## src/rtl/wordcount_pkg.sv

```systemverilog
// Shared types and widths for the wordcount host/local data movers.
package wordcount_pkg;
  localparam int WORD_W         = 64;
  localparam int BEAT_W         = 512;
  localparam int WORDS_PER_BEAT = 8;

  typedef enum logic [2:0] {IDLE, REQ, STREAM, NEXT, DONE1} load_state_t;

  // Word count rounded up to a whole number of beats.
  function automatic logic [31:0] pad_words(input logic [31:0] n);
    return (n + 32'd7) & ~32'd7;
  endfunction
endpackage

```

## src/rtl/axis_beat_unpacker.sv

```systemverilog
// Holds one 512-bit beat and emits its 64-bit lanes, lane 0 first, one per cycle.
module axis_beat_unpacker
  import wordcount_pkg::*;
(
  input  logic              clk,
  input  logic              reset,
  input  logic              i_valid,
  input  logic [BEAT_W-1:0] i_data,
  input  logic [3:0]        i_keep_words,
  output logic              o_ready,
  output logic [WORD_W-1:0] o_word,
  output logic              o_word_valid,
  output logic              o_empty
);
  logic [BEAT_W-1:0] r_hold;
  logic [2:0]        r_lane;
  logic [3:0]        r_keep;
  logic              r_full;
  logic              w_accept;

  // A new beat may land in the same cycle lane 7 of the previous one is emitted.
  assign o_ready  = !r_full || (r_lane == 3'd7);
  assign w_accept = i_valid && o_ready;

  always_ff @(posedge clk) begin
    if (reset) begin
      r_hold <= '0;
      r_lane <= '0;
      r_keep <= '0;
      r_full <= 1'b0;
    end else if (w_accept) begin
      r_hold <= i_data;
      r_keep <= i_keep_words;
      r_lane <= '0;
      r_full <= 1'b1;
    end else if (r_full) begin
      r_lane <= r_lane + 3'd1;
      if (r_lane == 3'd7) r_full <= 1'b0;
    end
  end

  assign o_word       = r_hold[{r_lane, 6'b0} +: WORD_W];
  assign o_word_valid = r_full && ({1'b0, r_lane} < r_keep);
  assign o_empty      = !r_full;
endmodule

```

## src/rtl/simple_data_load.sv

```systemverilog
// Host-to-local loader: issues chunked read requests, unpacks s_axis beats and
// writes the words to local memory starting at the latched offset.
//
// state  | meaning
// IDLE   | waiting for kick, busy low
// REQ    | launch read request for the current chunk
// STREAM | accept beats for the chunk, wait for ctrl_done
// NEXT   | retire chunk, decide whether more remain
// DONE1  | final cycle before returning to IDLE
module simple_data_load
  import wordcount_pkg::*;
#(
  parameter int MAX_WORDS = 512
) (
  input  logic              clk,
  input  logic              reset,
  input  logic              kick,
  output logic              busy,
  input  logic [31:0]       offset,
  input  logic [31:0]       words,
  input  logic [63:0]       memory_addr,
  output logic [31:0]       mem_addr,
  output logic [63:0]       mem_wdata,
  output logic              mem_we,
  output logic              ctrl_start,
  input  logic              ctrl_done,
  output logic [63:0]       ctrl_addr_offset,
  output logic [63:0]       ctrl_xfer_size_in_bytes,
  input  logic              s_axis_tvalid,
  output logic              s_axis_tready,
  input  logic [BEAT_W-1:0] s_axis_tdata
);
  localparam logic [31:0] MAX_W = 32'(MAX_WORDS);

  load_state_t r_state, w_state_next;
  logic [31:0] r_offset, r_words, r_remaining, r_beats, r_widx, r_bidx;
  logic [63:0] r_haddr, r_ctrl_addr, r_ctrl_size;
  logic        r_done, r_busy, r_ctrl_start;
  logic [31:0] w_chunk, w_chunk_beats, w_left;
  logic [3:0]  w_keep;
  logic        w_permit, w_ready, w_empty, w_word_valid, w_accept;
  logic [WORD_W-1:0] w_word;

  assign w_chunk       = (r_remaining > MAX_W) ? MAX_W : r_remaining;
  assign w_chunk_beats = w_chunk >> 3;
  // Only the final beat of the load can carry padding lanes.
  assign w_left        = r_words - r_bidx;
  assign w_keep        = (w_left >= 32'd8) ? 4'd8 : w_left[3:0];
  assign w_permit      = (r_state == STREAM) && (r_beats < w_chunk_beats);
  assign s_axis_tready = w_permit && w_ready;
  assign w_accept      = s_axis_tvalid && s_axis_tready;

  axis_beat_unpacker u_unpack (
    .clk          (clk),
    .reset        (reset),
    .i_valid      (s_axis_tvalid && w_permit),
    .i_data       (s_axis_tdata),
    .i_keep_words (w_keep),
    .o_ready      (w_ready),
    .o_word       (w_word),
    .o_word_valid (w_word_valid),
    .o_empty      (w_empty)
  );

  always_ff @(posedge clk) begin
    if (reset) r_state <= IDLE;
    else       r_state <= w_state_next;
  end

  always_comb begin
    w_state_next = r_state;
    case (r_state)
      IDLE:    if (kick) w_state_next = (words == 32'd0) ? DONE1 : REQ;
      REQ:     w_state_next = STREAM;
      STREAM:  if ((r_beats == w_chunk_beats) && w_empty && (r_done || ctrl_done))
                 w_state_next = NEXT;
      NEXT:    w_state_next = (r_remaining == w_chunk) ? DONE1 : REQ;
      DONE1:   w_state_next = IDLE;
      default: w_state_next = IDLE;
    endcase
  end

  always_ff @(posedge clk) begin
    if (reset) begin
      r_offset     <= '0;
      r_words      <= '0;
      r_remaining  <= '0;
      r_beats      <= '0;
      r_widx       <= '0;
      r_bidx       <= '0;
      r_haddr      <= '0;
      r_ctrl_addr  <= '0;
      r_ctrl_size  <= '0;
      r_done       <= 1'b0;
      r_busy       <= 1'b1;
      r_ctrl_start <= 1'b0;
    end else begin
      r_busy       <= (w_state_next != IDLE);
      r_ctrl_start <= (r_state == REQ);
      case (r_state)
        IDLE: if (kick) begin
          r_offset    <= offset;
          r_words     <= words;
          r_remaining <= pad_words(words);
          r_haddr     <= memory_addr;
          r_widx      <= '0;
          r_bidx      <= '0;
        end
        REQ: begin
          r_ctrl_addr <= r_haddr;
          r_ctrl_size <= {32'd0, w_chunk} << 3;
          r_beats     <= '0;
          r_done      <= 1'b0;
        end
        STREAM: begin
          if (ctrl_done) r_done <= 1'b1;
          if (w_accept) begin
            r_beats <= r_beats + 32'd1;
            r_bidx  <= r_bidx + 32'd8;
          end
        end
        NEXT: begin
          r_remaining <= r_remaining - w_chunk;
          r_haddr     <= r_haddr + ({32'd0, w_chunk} << 3);
        end
        default: ;
      endcase
      if (!w_empty) r_widx <= r_widx + 32'd1;
    end
  end

  assign busy                    = r_busy;
  assign ctrl_start              = r_ctrl_start;
  assign ctrl_addr_offset        = r_ctrl_addr;
  assign ctrl_xfer_size_in_bytes = r_ctrl_size;
  assign mem_we                  = w_word_valid;
  assign mem_wdata               = w_word;
  assign mem_addr                = r_offset + r_widx;
endmodule

```

## config.mk

```make
export PLATFORM = sky130hd
export DESIGN_NAME = simple_data_load
export DESIGN_NICKNAME = d
export VERILOG_FILES = /design/src/rtl/wordcount_pkg.sv /design/src/rtl/axis_beat_unpacker.sv /design/src/rtl/simple_data_load.sv
export SDC_FILE = /design/constraint.sdc
export NUM_CORES = 2
export LEC_CHECK = 0
export ABC_AREA = 1
export CORE_AREA = 2 2 343 345
export CTS_CLUSTER_SIZE = 25
export DETAILED_ROUTE_END_ITERATION = 10
export DIE_AREA = 0 0 345 347
export GPL_TIMING_DRIVEN = 1
export SKIP_LAST_GASP = 1
export SLEW_MARGIN = 25
export SYNTH_ARGS = -nofsm -noshare
export SYNTH_HDL_FRONTEND = slang
export SYNTH_SLANG_ARGS = --single-unit
```

## constraint.sdc

```tcl
create_clock -name clk -period 5.1 [get_ports clk]
set_clock_uncertainty 0.2 [all_clocks]
set_input_delay 0.51 -clock clk [delete_from_list [all_inputs] [get_ports clk]]
set_output_delay 0.51 -clock clk [all_outputs]
set_load 0.02 [all_outputs]
```

### Word level (Yosys, flattened, before mapping)

Index checks and enable logic that the tools add are counted.

* word-level logic and storage cells: 89
* bits in registers: 878
* input port bits: 645
* output and inout port bits: 228

* shift-type cells: 1
* equal/unequal tests: 9
* reductions and logical operators: 26
* mux-type cells: 23
* $add $sub $neg: 9
* $lt $le $gt $ge: 4

Operators with widths (count)
* $shiftx 512x10->64: 1
* $mux 32: 7
* $pmux 32 s2: 3
* $pmux 64 s2: 1
* $add 32x1->32 const B: 2
* $add 64x35->64: 1
* $mux 64: 1
* $sub 32x32->32: 2
* $add 32x3->32 const B: 1
* $add 32x32->32: 1
* $add 32x4->32 const B: 1
* $eq 32x29->1: 1
* $eq 32x32->1: 1
* $ge 32x4->1 const B: 1
* $gt 32x10->1 const B: 1
* $logic_not 32->1: 1
* $lt 32x29->1: 1
* $mux 3: 4
* $pmux 3 s4: 1
* $reduce_and 2->1: 5
* $reduce_bool 2->1: 5
* $logic_and 1x1->1: 8
* $eq 3x2->1 const B: 2
* $ne 2x2->1 const B: 3
* other kinds (13): 17

### Longest topological paths before layout

* depth after elaboration: 8
* depth in mapped cells: 26
* mapped depth without buffers: 23

### Hierarchy

From an unflattened synthesis, not the netlist that was laid out.

* cells, all modules: 7810
* area total of the unflattened synthesis: 48913.2 um^2

Modules (own cells, without submodules)
* axis_beat_unpacker: area each 24761.2 um^2, times used 1, seq. area each 10410.0 um^2, cells an instance 3975
* simple_data_load: area each 24151.9 um^2, times used 1, seq. area each 7106.8 um^2, cells an instance 3835

### Worst setup path before layout

OpenSTA, ideal clock, no wires.

* kind: register to output
* start: register r_remaining[12]
* end: output port s_axis_tready
* path buffers: 2
* arrival: 2.690 ns
* setup slack: 1.700 ns
* required time: 4.390 ns
* cell stages (with the launch flop): 20
* cells stage by stage: dfxtp_1 > or2_4 > nor2_2 > nand3_2 > inv_2 > nand2_2 > buf_6 > clkbuf_1 > nor2_1 > inv_1 > ha_1 > a21oi_1 > o21ai_0 > nand2_1 > nand2_1 > nand2_1 > nand3_1 > nor2_2 > inv_1 > a21oi_1

* cells in the longest elaborated chain, start to end: 5

RTL lines
* start, declared: line simple_data_load.sv:36 `logic [31:0] r_offset, r_words, r_remaining, r_beats, r_widx, r_bidx;`
* start signal, assigned: line simple_data_load.sv:104 `r_remaining <= pad_words(words);`
* start signal, assigned: line simple_data_load.sv:123 `r_remaining <= r_remaining - w_chunk;`
* $gt 32x10->1: line simple_data_load.sv:44 `assign w_chunk = (r_remaining > MAX_W) ? MAX_W : r_remaining;`
* $mux 32: line simple_data_load.sv:44
* named net w_chunk[6]: line simple_data_load.sv:39 `logic [31:0] w_chunk, w_chunk_beats, w_left;`
* $lt 32x29->1: line simple_data_load.sv:49 `assign w_permit = (r_state == STREAM) && (r_beats < w_chunk_beats);`
* $logic_and 1x1->1: line simple_data_load.sv:49
* $logic_and 1x1->1: line simple_data_load.sv:50 `assign s_axis_tready = w_permit && w_ready;`
* end, declared: line simple_data_load.sv:30 `output logic s_axis_tready,`

The timed path passes the listed nets, and every way through them passes these cells.

### Worst setup path in the final report

* start: register r_widx[0]
* end: output port mem_addr[24]

* cells in the longest elaborated chain, start to end: 1

RTL lines
* start, declared: line simple_data_load.sv:36
* start signal, assigned: line simple_data_load.sv:128 `if (!w_empty) r_widx <= r_widx + 32'd1;`
* $add 32x32->32: line simple_data_load.sv:138 `assign mem_addr = r_offset + r_widx;`
* end, declared: line simple_data_load.sv:22 `output logic [31:0] mem_addr,`

No other way between the ends.

==> impl_metrics.ini <==
[outcome]
status = completed

[timing]
finalMaxSlewViolations = 0
tightest_slew_ps = 1100
timing.final.crit_share_pct = 93.6
max_freq_ghz = 0.209
finalHoldViolCount = 0
setup_viol = 0
slew_headroom_pct = 26.0
fin_tns_setup_ps = 0
period_needed_ps = 4780
rsz0062_at_grt = no

[detailed_routing]
drc_errors = 0
drt_iter0_drc = 4872
viasPerCell = 5.40
dr.pass1.iters = 8
routed_wl_um = 212000
num_vias = 51045
ant_nets = 0
wl_per_cell_um = 22.5

[final_layout]
design_area_um2 = 60300
fin_nets = 8582
layout-area-overhead-vs-synth_pct = 27.6
fin_cells = 9446
drive_above_1_share_pct = 3.36

[power]
p_total_mw = 19.2
power.leakage_nw = 24.4
irDropWorstVdd_uv = 264
power.density_nw_per_um2 = 318

[yosys]
synthCells = 7176
muxShareOfSynthArea_pct = 0.0212
synth_top_family_by_area = simple AND/OR/NAND/NOR gates
synth_flop_cell = dfxtp_1
synth_edf_count = 0
synth-compound-area-share_pct = 22.7
ys_seq_elements = 875
ys_async_sr_fraction_pct = 0
synthXorXnorAreaFrac_pct = 1.70
syn_avg_cell_area_um2 = 6.59
synth_fa_ha_area_share_pct = 3.53
mappedNetlistArea_um2 = 47300
yosys_warnings = 0
synthSimpleGateAreaFrac_pct = 22.9
synthDistinctLibCells = 55
seq_area_frac_synth_pct = 37.1

[setup_path]
crit_chain = ha_1 -> inv_1 -> fa_1 -> o21ai_1 -> nand2_1 -> nand3_1 -> nand2_1 -> nand2_1 -> a21boi_0 -> o21ai_1 -> nand2_1 -> o21ai_1 -> nand2_1 -> nand2_1 -> clkdlybuf4s50_1
startpoint_type = flop
ff2ff_setup_slack_ps = 690
rr_startpoint = r_remaining[20]$_SDFFE_PP0P_
path_max_fanout = 6
crit_path_top_delay_cell = clkdlybuf4s50_1
cp_data_required_time_ps = 4390
cp-startpoint = r_widx[0]$_SDFFE_PP0P_
crit_top_cell = nand2_1
worstSetupEndpointType = primary output
critPathMaxStageDelay_ps = 620
crit_arrival_ps = 4070
critPathKind = flop to primary output

[clocking]
post-cts-setup-buffers = 0
cts.sinks = 875
cts.reportedPaths.clkPinSlew_ps = 60
clock_latency_ps = 720
cts_tree = yes
cts_buffers = 102
clock-root-buffer = clkbuf_16
clock_path_buffers = 3
h-tree-depth = 3

[grt]
grt_pass1_vias = 47151
grt_first_pass_wirelength_um = 309000
antenna_found_initial = 55
grt_use_total_pct = 34.0
grt.overflow.total = 0
grt_max_degree = 295

[min_path]
min_path_type = primary input to flop
hold_start = s_axis_tdata[302]

[floorplanning]
io_pins = 873
dieArea_um2 = 120000
rows = 125
coreArea_um2 = 116000
dieHeight_um = 347
die_x_um = 345
start_util_pct = 40.8

[run]
cap_violations = 0

[placement]
placed_area_um2 = 56500
dp_hpwl_um = 161000
io_buffers = 840
dp_cells = 9223
gp_congestion = 0.992
-- kinds of logic after synthesis --
kind of cell / count (synthesis)
and+or+nand+nor: 2554
AOI/OAI and AO/OA: 2079
buffers and inverters: 1441
DFF: 875
adders and majority gates: 132
xor gates and xnor gates: 92
other: 2
muxes: 1
-- critical path: cells and delay by family (launching register included) --
| family | cells | cell delay (ps) |
|---|---|---|
| AO/OA/AOI/OAI | 4 | 890 |
| adder cells (fa/ha/maj) | 2 | 610 |
| buffers and inverters | 2 | 670 |
| flip-flops | 1 | 440 |
| AND/OR/NAND/NOR | 7 | 770 |
-- flip-flops by register name (all words and copies together) (netlist names) --
signal / flops
ctrl_start: 1
r_haddr: 64
r_state: 3
u_unpack.r_keep: 4
busy: 1
u_unpack.r_hold: 512
r_widx: 32
ctrl_addr_offset: 64
r_words: 32
r_offset: 32
r_bidx: 29
u_unpack.r_full: 1
r_done: 1
ctrl_xfer_size_in_bytes: 32
r_remaining: 32
r_beats: 32
u_unpack.r_lane: 3
-- cell usage after synthesis (23+ instances only) --
cell         n  area, um2
xor2_1      69        604
nor4_1      37        231
xnor2_1     23        201
nand3_1    535       2680
nand2_1   1087       4080
nand4_1     89        557
nor2_1     668       2510
a21oi_1    869       4350
ha_1       130       1630
dfxtp_1    875      17500
buf_2       49        245
clkbuf_1   291       1090
buf_1       46        173
a31oi_1     81        507
buf_4       54        405
nor3_1     102        510
inv_1      995       3730
o21ai_0   1027       5140
-- per-layer routing --
metal  GRT usage [%]  wire length, um  vias up  share of wire, %
met5               0              299        -              0.14
met4            16.7            12000       46               5.6
met3            7.08            15800      427               7.4
met2            57.0            99500     1860                47
met1            41.3            84900    23877                40
li1                -                -    24835                 -
-- layout make-up --
cell class	count	area (um2)
fill	11825	55400
multi-input combinational	4937	24400
sequential	875	17500
timing repair buffer	892	8960
inverter	997	3770
clock buffer	156	3160
tap	1524	1910
clock inverter	36	536
antenna	29	72.6
-- power breakdown --
group / internal (mW) / switching [mW] / leakage, nW
Clock: 4.78 / 3.24 / 1.83
Combinational: 1.41 / 2.37 / 15.4
Sequential: 7.17 / 0.208 / 7.11
-- metrics by stage --
stage	hold WS [ps]	setup slack (ps)	util, %
after global placement	227	568	48.8
after detailed placement	228	604	48.8
after floorplan	225	1700	-
final	132	325	52.1
after global routing	128	23.9	52.1
after CTS	102	260	52.0
-- final timing paths --
kind / end / cells past startpoint
setup reg to reg: u_unpack.r_hold[118]$_SDFFE_PP0P_ / 21
setup / recovery: mem_addr[24] / 15
hold reg to reg: ctrl_xfer_size_in_bytes[24]$_SDFFE_PP0P_ / 2
hold / removal: u_unpack.r_hold[302]$_SDFFE_PP0P_ / 3
-- what timing repair did --
| action | in CTS | in global routing |
|---|---|---|
| hold buffers | 1 | 0 |
| hold endpoints to repair | 6 | 0 |
| endpoints found under the setup margin | 1 | 1 |
| cloned | 0 | 0 |
| resized for setup | 2 | 4 |
-- cells in the final DEF, fill, tap and decap left out, drive strengths merged, types with 14 or more instances in the layout --
cell type	count
nor4	37
buf	52
ha	130
a21o	14
clkinv	23
nand2	1090
clkbuf	156
dfxtp	875
inv	999
clkdlybuf4s50	838
xor2	69
a21oi	870
diode	29
nand3	538
xnor2	23
nor2	672
nand4	90
o21ai	1049
conb	79
a31oi	81
nor3	102
Power figures use the tool's default switching activity.
==> edit (config.mk and constraints unchanged) <==
Make the reset (`reset`) asynchronous in 3 clocked blocks.
--- a/src/rtl/axis_beat_unpacker.sv
+++ b/src/rtl/axis_beat_unpacker.sv
@@ -22,7 +22,7 @@
   assign o_ready  = !r_full || (r_lane == 3'd7);
   assign w_accept = i_valid && o_ready;
 
-  always_ff @(posedge clk) begin
+  always_ff @(posedge clk or posedge reset) begin
     if (reset) begin
       r_hold <= '0;
       r_lane <= '0;
--- a/src/rtl/simple_data_load.sv
+++ b/src/rtl/simple_data_load.sv
@@ -62,7 +62,7 @@
     .o_empty      (w_empty)
   );
 
-  always_ff @(posedge clk) begin
+  always_ff @(posedge clk or posedge reset) begin
     if (reset) r_state <= IDLE;
     else       r_state <= w_state_next;
   end
@@ -80,7 +80,7 @@
     endcase
   end
 
-  always_ff @(posedge clk) begin
+  always_ff @(posedge clk or posedge reset) begin
     if (reset) begin
       r_offset     <= '0;
       r_words      <= '0;
Check against the original RTL: not settled (the Yosys comparison gave no result); the edit may change what the design does.
==> edit against the unedited design <==
- wire length fell by 1.8%
- sequential cell count is the same
- sequential share of layout area rose by 5.8 points
- setup slack got worse by 110 ps
- critical path depth is 9 lower
- synthesized area increased by 4.1%
- final area rose by 4.2%
- non-clock buffer count is 42 higher
- count of clock-buffer cells in the layout fell by 3
Power is not compared: it rests on default switching activity, and its combinational part moved more than twofold at a synthesized area within 25%.
==> edit: results <==
[run_status]
status = "finished clean"

[routing]
dr.pass1.iters = 6
dr_total_vias = 48960
routed_wl_um = 208800
drt_iter0_markers = 4589

[setup_path]
r2r_end = "u_unpack.r_hold[388]$_DFFE_PP0P_"
crit_end = "mem_wdata[28]"
cp_max_fo = 24
worstRegToRegCells = 22
critPathLaunch = "u_unpack.r_lane[0]$_DFFE_PP0P_"
r2r_slack_ps = 500
arrival_ps = 4170
r2r_start = "r_remaining[24]$_DFFE_PP0P_"

[final_layout]
drive_gt1_share_pct = 3.654
fill_cells = 11380
nNetsFinal = 8387
largest_register_ffs = 512

[timing]
fmax_mhz = 204.7
holdWs_ps = 113.1
max_slew_margin_pct = 22.90

[global_route]
track_usage_pct = 34.06
grt_pass1_wl_um = 307100
grt_antenna_before_repair = 43
gr-usage-met3_pct = 5.856
grtUsageMet2_pct = 56.22
grt_max_degree = 192
grt_pass1_vias = 47090
grtUsageMet1_pct = 43.16

[synth]
postSynthAreaPerCell_um2 = 7.195
yosys-top-cells-area = "dfrtp_1, nand2_1, o21ai_0"
ys_seq_area_share_pct = 44.52
ys.flop_type = "dfrtp_1"
ys_top_cells_by_count = "nand2_1, dfrtp_1, o21ai_0, inv_1, nor2_1"
async_flop_share_pct = 100.0

[placement]
dp.cells = 9031
dpl.hpwl_um = 161400
post-place-ws_ps = 585.5
postPlaceCellArea_um2 = 59360
gp_congestion = 0.9830

[hold_path]
hp-class = "in -> async"

[cts]
cts_made_buffers = 101
post-cts-setup-buffer-count = 0
clk_pin_slew_ps = 70
[edit: changes by cell type after synthesis, sizes merged, moves of 86 or more]
cell	unedited run	this run
clkbuf	292	206
a21oi	870	306
dfxtp	875	0
dfrtp	0	874
inv	996	710
o21ai	1049	734
nor2	672	572
nand2	1090	2331
nand3	538	235
[edit: layout make-up]
cell class,instances,area (um2),share of cell area (%)
Multi-Input combinational cell,4986,23430,37.28
Sequential cell,875,21900,34.85
Timing Repair Buffer,934,9429,15.00
Clock buffer,153,2945,4.686
Inverter,712,2688,4.276
Tap cell,1524,1907,3.034
Clock inverter,31,480.5,0.7643
Antenna cell,29,72.57,0.1154
[edit: how the worst min path moves through the flow]
stage	end	depth (start not counted)
2_1_floorplan	ctrl_addr_offset[0]$_DFFE_PP0P_	2
3_3_place_gp	u_unpack.r_hold[312]$_DFFE_PP0P_	2
3_5_place_dp	u_unpack.r_hold[299]$_DFFE_PP0P_	2
4_1_cts	u_unpack.r_hold[78]$_DFFE_PP0P_	2
5_1_grt	u_unpack.r_hold[288]$_DFFE_PP0P_	3
6_report	u_unpack.r_hold[75]$_DFFE_PP0P_	2
[edit: timing repair]
action / CTS / global route
resized for setup: 0 / 1
hold buffers: 0 / 0
endpoints found under the setup margin: 0 / 1
[edit: cells by family (layout without fill, tap and decap cells)]
kind of cell / count (synthesis) / after routing / share of synthesized area (%)
AOI/OAI and AO/OA: 1281 / 1281 / 14.11
xor gates and xnor gates: 98 / 98 / 1.745
adders and majority gates: 132 / 132 / 3.388
buffers and inverters: 1052 / 1830 / 8.504
DFF: 875 / 875 / 44.52
muxes: 7 / 7 / 0.1425
other: 2 / 108 / 0.01527
and+or+nand+nor: 3389 / 3389 / 27.58
[edit: worst max-delay path, stage by stage (launching register included)]
cell and delay (ps):
dfrtp_4 600, inv_2 470, nor2_1 70, o21ai_0 670, nor2_1 290, a31oi_1 610, clkdlybuf4s50_1 730
[edit: layer usage]
metal  share of wire (%)  vias to the layer above
met1                  41                    23410
met4                 5.6                       16
met2                  47                     1697
met3                 6.3                      361
met5               0.049                        -
li1                    -                    23470
[edit: power by group through the flow]
| stage | Combinational (mW) | Sequential (mW) | Clock [mW] |
|---|---|---|---|
| 3_5_place_dp | 19.8 | 11.6 | 0 |
| 3_3_place_gp | 19.6 | 11.5 | 0 |
| 5_1_grt | 21.9 | 11.8 | 7.94 |
| 4_1_cts | 19.9 | 11.5 | 7.68 |
| 6_report | 20.1 | 11.5 | 7.57 |
| 2_1_floorplan | 11.6 | 11.3 | 0 |
[edit: through the flow]
stage          power (mW)  TNS (ps)
6_report            39.15         0
5_1_grt             41.62         0
4_1_cts             39.01         0
3_5_place_dp        31.31         0
3_3_place_gp        31.09         0
2_1_floorplan       22.93  -6680670
